===== config.mk =====
export PLATFORM = sky130hd
export DESIGN_NAME = frame_serializer
export DESIGN_NICKNAME = d
export VERILOG_FILES = /design/src/rtl/frame_ser_pkg.sv /design/src/rtl/frame_shift_reg.sv /design/src/rtl/frame_serializer.sv
export SDC_FILE = /design/constraint.sdc
export NUM_CORES = 1
export LEC_CHECK = 0
export CAP_MARGIN = 5
export CORE_ASPECT_RATIO = 0.8
export CORE_UTILIZATION = 50
export DETAILED_ROUTE_END_ITERATION = 12
export GPL_TIMING_DRIVEN = 0
export MAX_ROUTING_LAYER = met4
export PLACE_DENSITY_LB_ADDON = 0.08
export SLEW_MARGIN = 40
export SYNTH_ARGS = -nofsm -noshare
export SYNTH_HDL_FRONTEND = slang
export SYNTH_HIERARCHICAL = 1
export SYNTH_SLANG_ARGS = --single-unit

===== constraint.sdc =====
create_clock -name clk -period 1.8 [get_ports clk]
set_input_delay 0.36 -clock clk [delete_from_list [all_inputs] [get_ports clk]]
set_output_delay 0.36 -clock clk [all_outputs]
set_load 0.05 [all_outputs]

===== src/rtl/frame_ser_pkg.sv =====
`default_nettype none
// ============================================================================
// Module   : frame_ser_pkg
// Brief    : Shared state encoding and index-width helper for frame_serializer
// Revision : 1.0
// ============================================================================
package frame_ser_pkg;

   typedef enum logic [0:0] {
      IDLE = 1'b0,
      SEND = 1'b1
   } state_t;

   // Index port never collapses to zero width, even for single-word frames.
   function automatic int idx_w(input int channel);
      return (channel > 1) ? $clog2(channel) : 1;
   endfunction

endpackage : frame_ser_pkg
`default_nettype wire


===== src/rtl/frame_shift_reg.sv =====
`default_nettype none
// ============================================================================
// Module   : frame_shift_reg
// Brief    : Frame holding register with load / shift-left-by-WIDTH / hold
// Revision : 1.0  (WORD_PARITY_EN adds the word_next port)
// ============================================================================
module frame_shift_reg #(
   parameter int WIDTH   = 32,
   parameter int CHANNEL = 10
) (
   input  logic                       clk,
   input  logic                       rst,
   input  logic                       load,
   input  logic                       shift,
   input  logic [CHANNEL*WIDTH-1:0]   din,
   output logic [WIDTH-1:0]           word_top
`ifdef WORD_PARITY_EN
   ,
   output logic [WIDTH-1:0]           word_next
`endif
);

   localparam int c_frame_w = CHANNEL * WIDTH;

   logic [c_frame_w-1:0] r_frame;
   logic [c_frame_w-1:0] w_shifted;

   generate
      if (CHANNEL > 1) begin : g_multi
         assign w_shifted = {r_frame[c_frame_w-WIDTH-1:0], {WIDTH{1'b0}}};
`ifdef WORD_PARITY_EN
         assign word_next = r_frame[c_frame_w-WIDTH-1 -: WIDTH];
`endif
      end else begin : g_single
         // A single-word frame never shifts; the last transfer always reloads or idles.
         assign w_shifted = '0;
`ifdef WORD_PARITY_EN
         assign word_next = '0;
`endif
      end
   endgenerate

   always_ff @(posedge clk) begin
      if (rst) begin
         r_frame <= '0;
      end else if (load) begin
         r_frame <= din;
      end else if (shift) begin
         r_frame <= w_shifted;
      end
   end

   assign word_top = r_frame[c_frame_w-1 -: WIDTH];

endmodule : frame_shift_reg
`default_nettype wire


===== src/rtl/frame_serializer.sv =====
`default_nettype none
// ============================================================================
// Module   : frame_serializer
// Brief    : Unloads a packed CHANNEL-word frame one word per cycle, oldest
//            word (CHANNEL-1) first, on a valid/ready stream.
//            Optional macro WORD_PARITY_EN adds the registered out_par output.
// Revision : 1.0
// ============================================================================
module frame_serializer
   import frame_ser_pkg::*;
#(
   parameter int WIDTH   = 32,
   parameter int CHANNEL = 10
) (
   input  logic                            clk,
   input  logic                            rst,
   input  logic [CHANNEL*WIDTH-1:0]        frame_in,
   input  logic                            frame_valid,
   output logic                            frame_ready,
   output logic [WIDTH-1:0]                out,
   output logic                            out_valid,
   input  logic                            out_ready,
   output logic                            out_last,
   output logic [idx_w(CHANNEL)-1:0]       out_idx
`ifdef WORD_PARITY_EN
   ,
   output logic                            out_par
`endif
);

   localparam int                c_idx_w    = idx_w(CHANNEL);
   localparam logic [c_idx_w-1:0] c_last_idx = c_idx_w'(CHANNEL - 1);
   localparam logic [c_idx_w-1:0] c_idx_one  = c_idx_w'(1);

   state_t             r_state;
   logic [c_idx_w-1:0] r_idx;
   logic               r_out_valid;
   logic               r_out_last;

   logic               w_xfer;
   logic               w_last_xfer;
   logic               w_shift;
   logic               w_ready;
   logic               w_accept;
   logic [WIDTH-1:0]   w_top_word;

   assign w_xfer      = r_out_valid && out_ready;
   assign w_last_xfer = w_xfer && r_out_last;
   assign w_shift     = w_xfer && !r_out_last;
   // Ready on the final word's transfer cycle lets frames stream with no bubble.
   assign w_ready     = !rst && ((r_state == IDLE) || w_last_xfer);
   assign w_accept    = frame_valid && w_ready;

   assign frame_ready = w_ready;

`ifdef WORD_PARITY_EN
   logic [WIDTH-1:0] w_next_word;
   logic [WIDTH-1:0] w_par_src;
   logic             r_out_par;

   assign w_par_src = w_accept ? frame_in[CHANNEL*WIDTH-1 -: WIDTH] : w_next_word;
`endif

   frame_shift_reg #(
      .WIDTH   (WIDTH),
      .CHANNEL (CHANNEL)
   ) u_shift (
      .clk       (clk),
      .rst       (rst),
      .load      (w_accept),
      .shift     (w_shift),
      .din       (frame_in),
      .word_top  (w_top_word)
`ifdef WORD_PARITY_EN
      ,
      .word_next (w_next_word)
`endif
   );

   always_ff @(posedge clk) begin
      if (rst) begin
         r_state     <= IDLE;
         r_idx       <= '0;
         r_out_valid <= 1'b0;
         r_out_last  <= 1'b0;
`ifdef WORD_PARITY_EN
         r_out_par   <= 1'b0;
`endif
      end else if (w_accept) begin
         r_state     <= SEND;
         r_idx       <= c_last_idx;
         r_out_valid <= 1'b1;
         r_out_last  <= (CHANNEL == 1);
`ifdef WORD_PARITY_EN
         r_out_par   <= ^w_par_src;
`endif
      end else if (w_last_xfer) begin
         r_state     <= IDLE;
         r_out_valid <= 1'b0;
      end else if (w_shift) begin
         r_idx       <= r_idx - c_idx_one;
         r_out_last  <= (r_idx == c_idx_one);
`ifdef WORD_PARITY_EN
         r_out_par   <= ^w_par_src;
`endif
      end
   end

   assign out       = w_top_word;
   assign out_valid = r_out_valid;
   assign out_last  = r_out_last;
   assign out_idx   = r_idx;
`ifdef WORD_PARITY_EN
   assign out_par   = r_out_par;
`endif

endmodule : frame_serializer
`default_nettype wire


==> metrics.yaml, run 1 <==
run_status:
  outcome: "complete, but fails checks"
  failing_checks: "setup timing"
grt:
  grt.overflow.total: 0
  grt_max_degree: 14
  first_global_vias: 13122
  number_of_antenna_violations_at_the_first_check_in_global_routing: 5
  gr-max-usage-layer: "met2"
  total_global_routing_track_utilization: 0.320
  groute.layer.met3.usage: 0.0469
  grt_util_met1: 0.449
  grt_use_met2: 0.473
  first_pass_grt_wire_length_um: 74100
logic_synthesis:
  synth.net_count: 1817
  synth_async_sr_flop_share: 0
  postSynthRegisterBits: 326
  dominantRegCellSynth: "sky130_fd_sc_hd__dfxtp_1"
  yosysUniqueCellTypes: 30
  number_of_synthesized_flops_with_an_enable_pin: 0
  leading_cell_types_by_total_area_after_synthesis: "sky130_fd_sc_hd__dfxtp_1, sky130_fd_sc_hd__mux2i_1, sky130_fd_sc_hd__a211oi_1"
  synth_top_cell_area_share: 0.432
  synthCells: 1491
  synth_area_per_cell_um2: 10.1
  post_synth_instance_area_um2: 15100
  synth.largest_area_cell: "sky130_fd_sc_hd__dfxtp_1"
  yosysWarningCount: 6
  synth_most_common_cell: "sky130_fd_sc_hd__dfxtp_1"
  synth-seq-area-share: 0.432
  synth.top_cells.by_count: "sky130_fd_sc_hd__dfxtp_1, sky130_fd_sc_hd__a211oi_1, sky130_fd_sc_hd__mux2i_1, sky130_fd_sc_hd__nor2b_1, sky130_fd_sc_hd__clkbuf_1"
placement:
  detailedPlacementHpwl_um: 37300
  finalWeightedCongestion: 0.854
  numPortBuffers: 362
  placedInstanceArea_um2: 19200
  place_inst: 2259
cts:
  clock_path_buffers: 3
  number_of_cts_inserted_buffers: 35
  worst_skew_pair.late_latency_ns: 0.52
  clkTransAtPathRegs_ns: 0.06
  cts_max_level: 2
  cts.hold.buffers_added: 0
  tritoncts_num_sinks: 326
  cts_setup_buffers: 0
  clock_tree_from_tritoncts: "yes"
  cts_root_buffer: "sky130_fd_sc_hd__clkbuf_16"
sta:
  fmaxAchievable_ghz: 0.553
  period_share: 1.01
  relSlewSlack: 0.520
  slew_viol_final: 0
  timing.final.crit_period_ns: 1.81
  tightestPinTransition_ns: 0.719
  totalNegativeSetupSlack_ns: -0.00958
  finalWorstSetupSlack_ns: -0.00958
  rsz_0062_raised_after_global_routing: "yes"
  setup_viol_count_final: 1
  fin_skew_ns: 0.0131
  number_of_hold_slack_violations_in_the_final_timing_report: 0
final_layout:
  fin_nets: 2217
  postLayoutCellArea_um2: 21400
  drive_above_1_share: 0.191
  layoutNonFillerInstCount: 2328
  synth_to_layout_area_growth_pct: 41.5
  fin_util: 0.725
worst_setup_path:
  path_class: "flip-flop to flip-flop"
  start_of_the_worst_register_to_register_path: "out_last"
  crit_path_cell_trace: "and3b_1 > buf_6 > buf_6 > buf_6 > buf_8 > mux2i_1 > a211oi_1"
  cp_num_buf_inv: 4
  reg2regPathDepth: 7
  critical_path.endpoint_type: "flip-flop"
  path_delay_family: "buffers and inverters"
  timing.critical_path.slowest_stage_cell: "sky130_fd_sc_hd__dfxtp_4"
  timing.critical_path.fanout_max: 10
  crit_path_frequent_cell: "sky130_fd_sc_hd__buf_6"
  critPathLaunchType: "flip-flop"
  crit_required_ns: 2.20
  r2r_slack_ns: -0.01
  crit_path_max_incr_delay_ns: 0.36
  cp.arrival_ns: 2.21
  r2r_end: "u_shift/r_frame[62]"
routing:
  antenna_left: 0
  drc_errors: 0
  drt_first_pass_iters: 7
  detail_route.iter0.violations: 846
  detail_route.wl_per_cell_um: 21.4
  routed_via_density: 5.60
  detailroute.via_count: 13027
  finalWirelength_um: 49700
floorplan:
  placeableCoreArea_um2: 29500
  num_io_pins: 363
  floorplan.rows: 56
  fp.dieW_um: 196
  design.die.area_um2: 30900
  floorplan.initialDensity: 0.512
  die_y_um: 157
worst_hold_path:
  launch_instance_of_the_worst_min_delay_path: "rst"
  hold_path_sink: "out_idx[0]"
  min_path_cells: 2
  hp-class: "input pin to flip-flop"
run:
  maxCapViolations: 0
pwr:
  power_per_cell_area_nw_per_um2: 880
  vdd_ir_drop_max_v: 0.000538
  leakage_uw: 0.00758
  p_total_uw: 18800
-- stage by stage --
stage                     hold slack (ns)  setup slack [ns]
after global placement              0.506             -1.12
after CTS                           0.374          0.000290
after global routing                0.236           -0.0778
final                               0.199          -0.00958
after floorplan                     0.425           -0.0507
after detailed placement            0.510             -1.12
-- layer usage --
| layer | up-vias | part of all wire | wire (um) |
|---|---|---|---|
| met4 | 0 | 0.027 | 1330 |
| met2 | 447 | 0.44 | 21700 |
| li1 | 6177 | - | - |
| met5 | - | 0 | 0 |
| met1 | 6309 | 0.48 | 23700 |
| met3 | 94 | 0.060 | 2990 |
-- layout make-up --
cell class	count	area [um^2]
plain buffers	175	1470
fillers	2199	8120
clock buffers	53	1090
repair buffers	363	3620
multi-input cells	984	7990
flip-flops and latches	326	6530
diodes	6	15.0
inverters	6	27.5
clock inverters	9	129
well taps	406	508
-- state kept, by name (all words and copies together) (netlist names) --
| name | cells |
|---|---|
| out_idx | 4 |
| u_shift/r_frame | 320 |
| out_valid | 1 |
| out_last | 1 |
-- power by group --
part,switching [uW],leakage [uW],internal (uW)
clock network,2970,0.000599,4600
logic,1490,0.00430,1690
registers,349,0.00268,7710
total,4810,0.00758,14000
-- repair_timing --
item | CTS | global route
setup endpoints to repair | 359 | 298
pin swaps | 6 | 6
cloned | 0 | 1
resized for setup | 285 | 141
hold endpoints to repair | 0 | 0
-- how the worst max path moves through the flow --
stage / cells past startpoint / slack, ns / to / from
2_1_floorplan: 8 / -0.05 / u_shift/r_frame[100] / out_valid
3_3_place_gp: 5 / -1.12 / u_shift/r_frame[316] / rst
3_5_place_dp: 5 / -1.12 / u_shift/r_frame[316] / rst
4_1_cts: 2 / 0.0003 / out[11] / u_shift/r_frame[299]
5_1_grt: 7 / -0.08 / u_shift/r_frame[62] / out_last
6_report: 7 / -0.01 / u_shift/r_frame[62] / out_last
-- logic make-up after synthesis --
kind of cell | share of synthesized area
AO/OA/AOI/OAI | 0.158
AND/OR/NAND/NOR | 0.150
flip-flops | 0.432
buffers and inverters | 0.0669
adder cells (fa/ha/maj) | 0.00166
XOR/XNOR | 0.00116
multiplexers | 0.191
-- layout by cell type (no fill, tap or decap), drive strengths merged --
cell type / netlist / routed
dfxtp: 326 / 326
clkdlybuf4s50: 0 / 321
a211oi: 289 / 289
nor2b: 288 / 288
mux2i: 288 / 288
clkbuf: 92 / 144
buf: 83 / 97
a21oi: 33 / 33
nand2: 32 / 32
or3b: 32 / 32
clkdlybuf4s15: 0 / 25
nor2: 7 / 7
inv: 6 / 7
diode: 0 / 6
clkinv: 0 / 4
bufinv: 0 / 3
dlygate4sd2: 0 / 3
ha: 2 / 2
nand3: 2 / 2
and3b: 1 / 1
a21bo: 1 / 1
a21boi: 1 / 1
xnor2: 1 / 1
a21o: 1 / 1
nand4b: 1 / 1
xor2: 1 / 1
nor3: 1 / 1
a211o: 1 / 1
nand4: 1 / 1
a41oi: 1 / 1
clkinvlp: 0 / 1
dlymetal6s2s: 0 / 1
No activity file was read; power rests on OpenSTA's default activity.
==> run 2: changes to the inputs <==
Settings changed: CORE_MARGIN set to 4.
==> metrics.yaml, run 2 (synthesized netlist as in run 1, its figures left out) <==
final_layout:
  drive_above_1_share: 0.200
  layout_commonest_cell: "sky130_fd_sc_hd__dfxtp_1"
  postLayoutCellArea_um2: 21400
  synth_to_layout_area_growth_pct: 41.6
  largest_register: "u_shift/r_frame"
  layout.cells.most_common_list: "sky130_fd_sc_hd__dfxtp_1, sky130_fd_sc_hd__clkdlybuf4s50_1, sky130_fd_sc_hd__mux2i_1"
  fin_nets: 2216
  largest_register_ffs: 320
sta:
  finalWorstSetupSlack_ns: -0.00474
  fin_skew_ns: 0.00935
  rsz_0062_raised_after_global_routing: "yes"
  tightestPinTransition_ns: 0.689
  period_share: 1.00
  setup_viol_count_final: 1
  relSlewSlack: 0.541
  slew_viol_final: 0
  number_of_hold_slack_violations_in_the_final_timing_report: 0
  timing.final.crit_period_ns: 1.80
  fmaxAchievable_ghz: 0.554
worst_hold_path:
  hp-class: "input pin to flip-flop"
grt:
  grt.overflow.total: 0
  total_global_routing_track_utilization: 0.295
  first_pass_grt_wire_length_um: 75300
  first_global_vias: 13258
  number_of_antenna_violations_at_the_first_check_in_global_routing: 10
  grt_max_degree: 14
cts:
  number_of_cts_inserted_buffers: 35
  worst_skew_pair.late_latency_ns: 0.51
  cts_max_level: 2
  clock_tree_from_tritoncts: "yes"
  clock_path_buffers: 3
  cts_root_buffer: "sky130_fd_sc_hd__clkbuf_16"
  tritoncts_num_sinks: 326
  cts.hold.buffers_added: 0
  cts_setup_buffers: 0
  clkTransAtPathRegs_ns: 0.06
routing:
  antenna_left: 0
  drc_errors: 0
  detail_route.iter0.violations: 789
  detailroute.via_count: 12960
  detail_route.wl_per_cell_um: 21.6
  routed_via_density: 5.55
  finalWirelength_um: 50500
  drt_first_pass_iters: 5
worst_setup_path:
  crit_required_ns: 2.18
  start_of_the_worst_register_to_register_path: "out_last"
  critical_path.endpoint_type: "flip-flop"
  critPathLaunchType: "flip-flop"
  timing.critical_path.fanout_max: 10
  reg2regPathDepth: 7
  worstSetupStartpoint: "out_last"
  cp.arrival_ns: 2.19
  timing.critical_path.to: "u_shift/r_frame[258]"
  r2r_slack_ns: -0.005
  path_class: "flip-flop to flip-flop"
  r2r_end: "u_shift/r_frame[258]"
placement:
  placedInstanceArea_um2: 19200
  numPortBuffers: 362
  finalWeightedCongestion: 0.866
  detailedPlacementHpwl_um: 38400
pwr:
  switching_power_total_uw: 4800
  sequentialPowerShare: 0.431
  comb_power_share: 0.170
  leakage_uw: 0.00757
  p_int_uw: 13900
  vdd_ir_drop_max_v: 0.000634
  clkPwrFrac: 0.399
  p_total_uw: 18700
  power_per_cell_area_nw_per_um2: 873
  switching_share: 0.257
run_status:
  failing_checks: "setup timing"
  outcome: "complete, but fails checks"
floorplan:
  placeableCoreArea_um2: 29600
  num_io_pins: 363
  floorplan.rows: 56
  design.die.area_um2: 33100
  die_y_um: 163
  fp.dieW_um: 202
  floorplan.initialDensity: 0.511
run:
  maxCapViolations: 0
run 2: cell types whose count changed in the layout (fill, tap and decap cells not counted), moves of 12 or more:
cell / previous run / this run
sky130_fd_sc_hd__a211oi_2: 62 / 88
sky130_fd_sc_hd__a211oi_1: 227 / 201
sky130_fd_sc_hd__mux2i_1: 272 / 284
sky130_fd_sc_hd__mux2i_2: 16 / 4
run 2: worst min-delay path by stage:
stage                startpoint            endpoint  slack, ns  cells past startpoint
finish                out_ready            out_last       0.29                      3
global route          out_ready            out_last       0.31                      3
CTS                 frame_in[8]  u_shift/r_frame[8]       0.39                      3
detailed placement     out_last            out_last       0.53                      2
global placement       out_last            out_last       0.53                      2
floorplan                   rst           out_valid       0.42                      1
run 2: timing repair:
action / 4_1_cts / 5_1_grt
hold endpoints to repair: 0 / 0
pin swaps: 3 / 3
gates resized for setup: 251 / 204
endpoints found under the setup margin: 359 / 315
run 2: cell type report:
cell class / count / area [um^2]
timing repair buffer: 362 / 3600
clock inverter: 9 / 95.1
buffer: 175 / 1420
tap: 406 / 508
clock buffer: 54 / 1100
multi-input combinational: 984 / 8090
sequential: 326 / 6530
inverter: 6 / 25.0
fill: 2245 / 8170
antenna: 12 / 30.0
run 2: metrics by stage:
step           instances  TNS (ns)  worst slack, ns  hold WS, ns   util
2_1_floorplan       1491     -7.10          -0.0507        0.425      -
3_3_place_gp        2259   -273.42            -1.11        0.531  0.651
3_5_place_dp        2259   -281.43            -1.14        0.528  0.651
4_1_cts             2322    -0.132           -0.120        0.394  0.705
5_1_grt             2332    -0.384          -0.0393        0.306  0.723
6_report            2334  -0.00474         -0.00474        0.293  0.724
run 2: critical path, stage by stage (launching register included):
cell and delay, ns:
sky130_fd_sc_hd__dfxtp_4 0.36, sky130_fd_sc_hd__and3b_1 0.22, sky130_fd_sc_hd__buf_6 0.13, sky130_fd_sc_hd__buf_6 0.15, sky130_fd_sc_hd__buf_6 0.19, sky130_fd_sc_hd__buf_6 0.20
sky130_fd_sc_hd__mux2i_1 0.31, sky130_fd_sc_hd__a211oi_2 0.11
run 2: per-layer routing:
layer,up-vias,track usage,routed length [um]
met3,79,0.0492,3090
met2,452,0.430,22200
met5,-,-,0
li1,6195,-,-
met1,6234,0.424,24100
met4,0,0.0864,1120
run 2: power groups by stage:
stage / combinational (uW) / sequential, uW / clock, uW
2_1_floorplan: 1630 / 8080 / 0
3_3_place_gp: 2850 / 8190 / 0
3_5_place_dp: 2890 / 8200 / 0
4_1_cts: 2990 / 8040 / 7530
5_1_grt: 3370 / 8090 / 7840
6_report: 3170 / 8050 / 7460
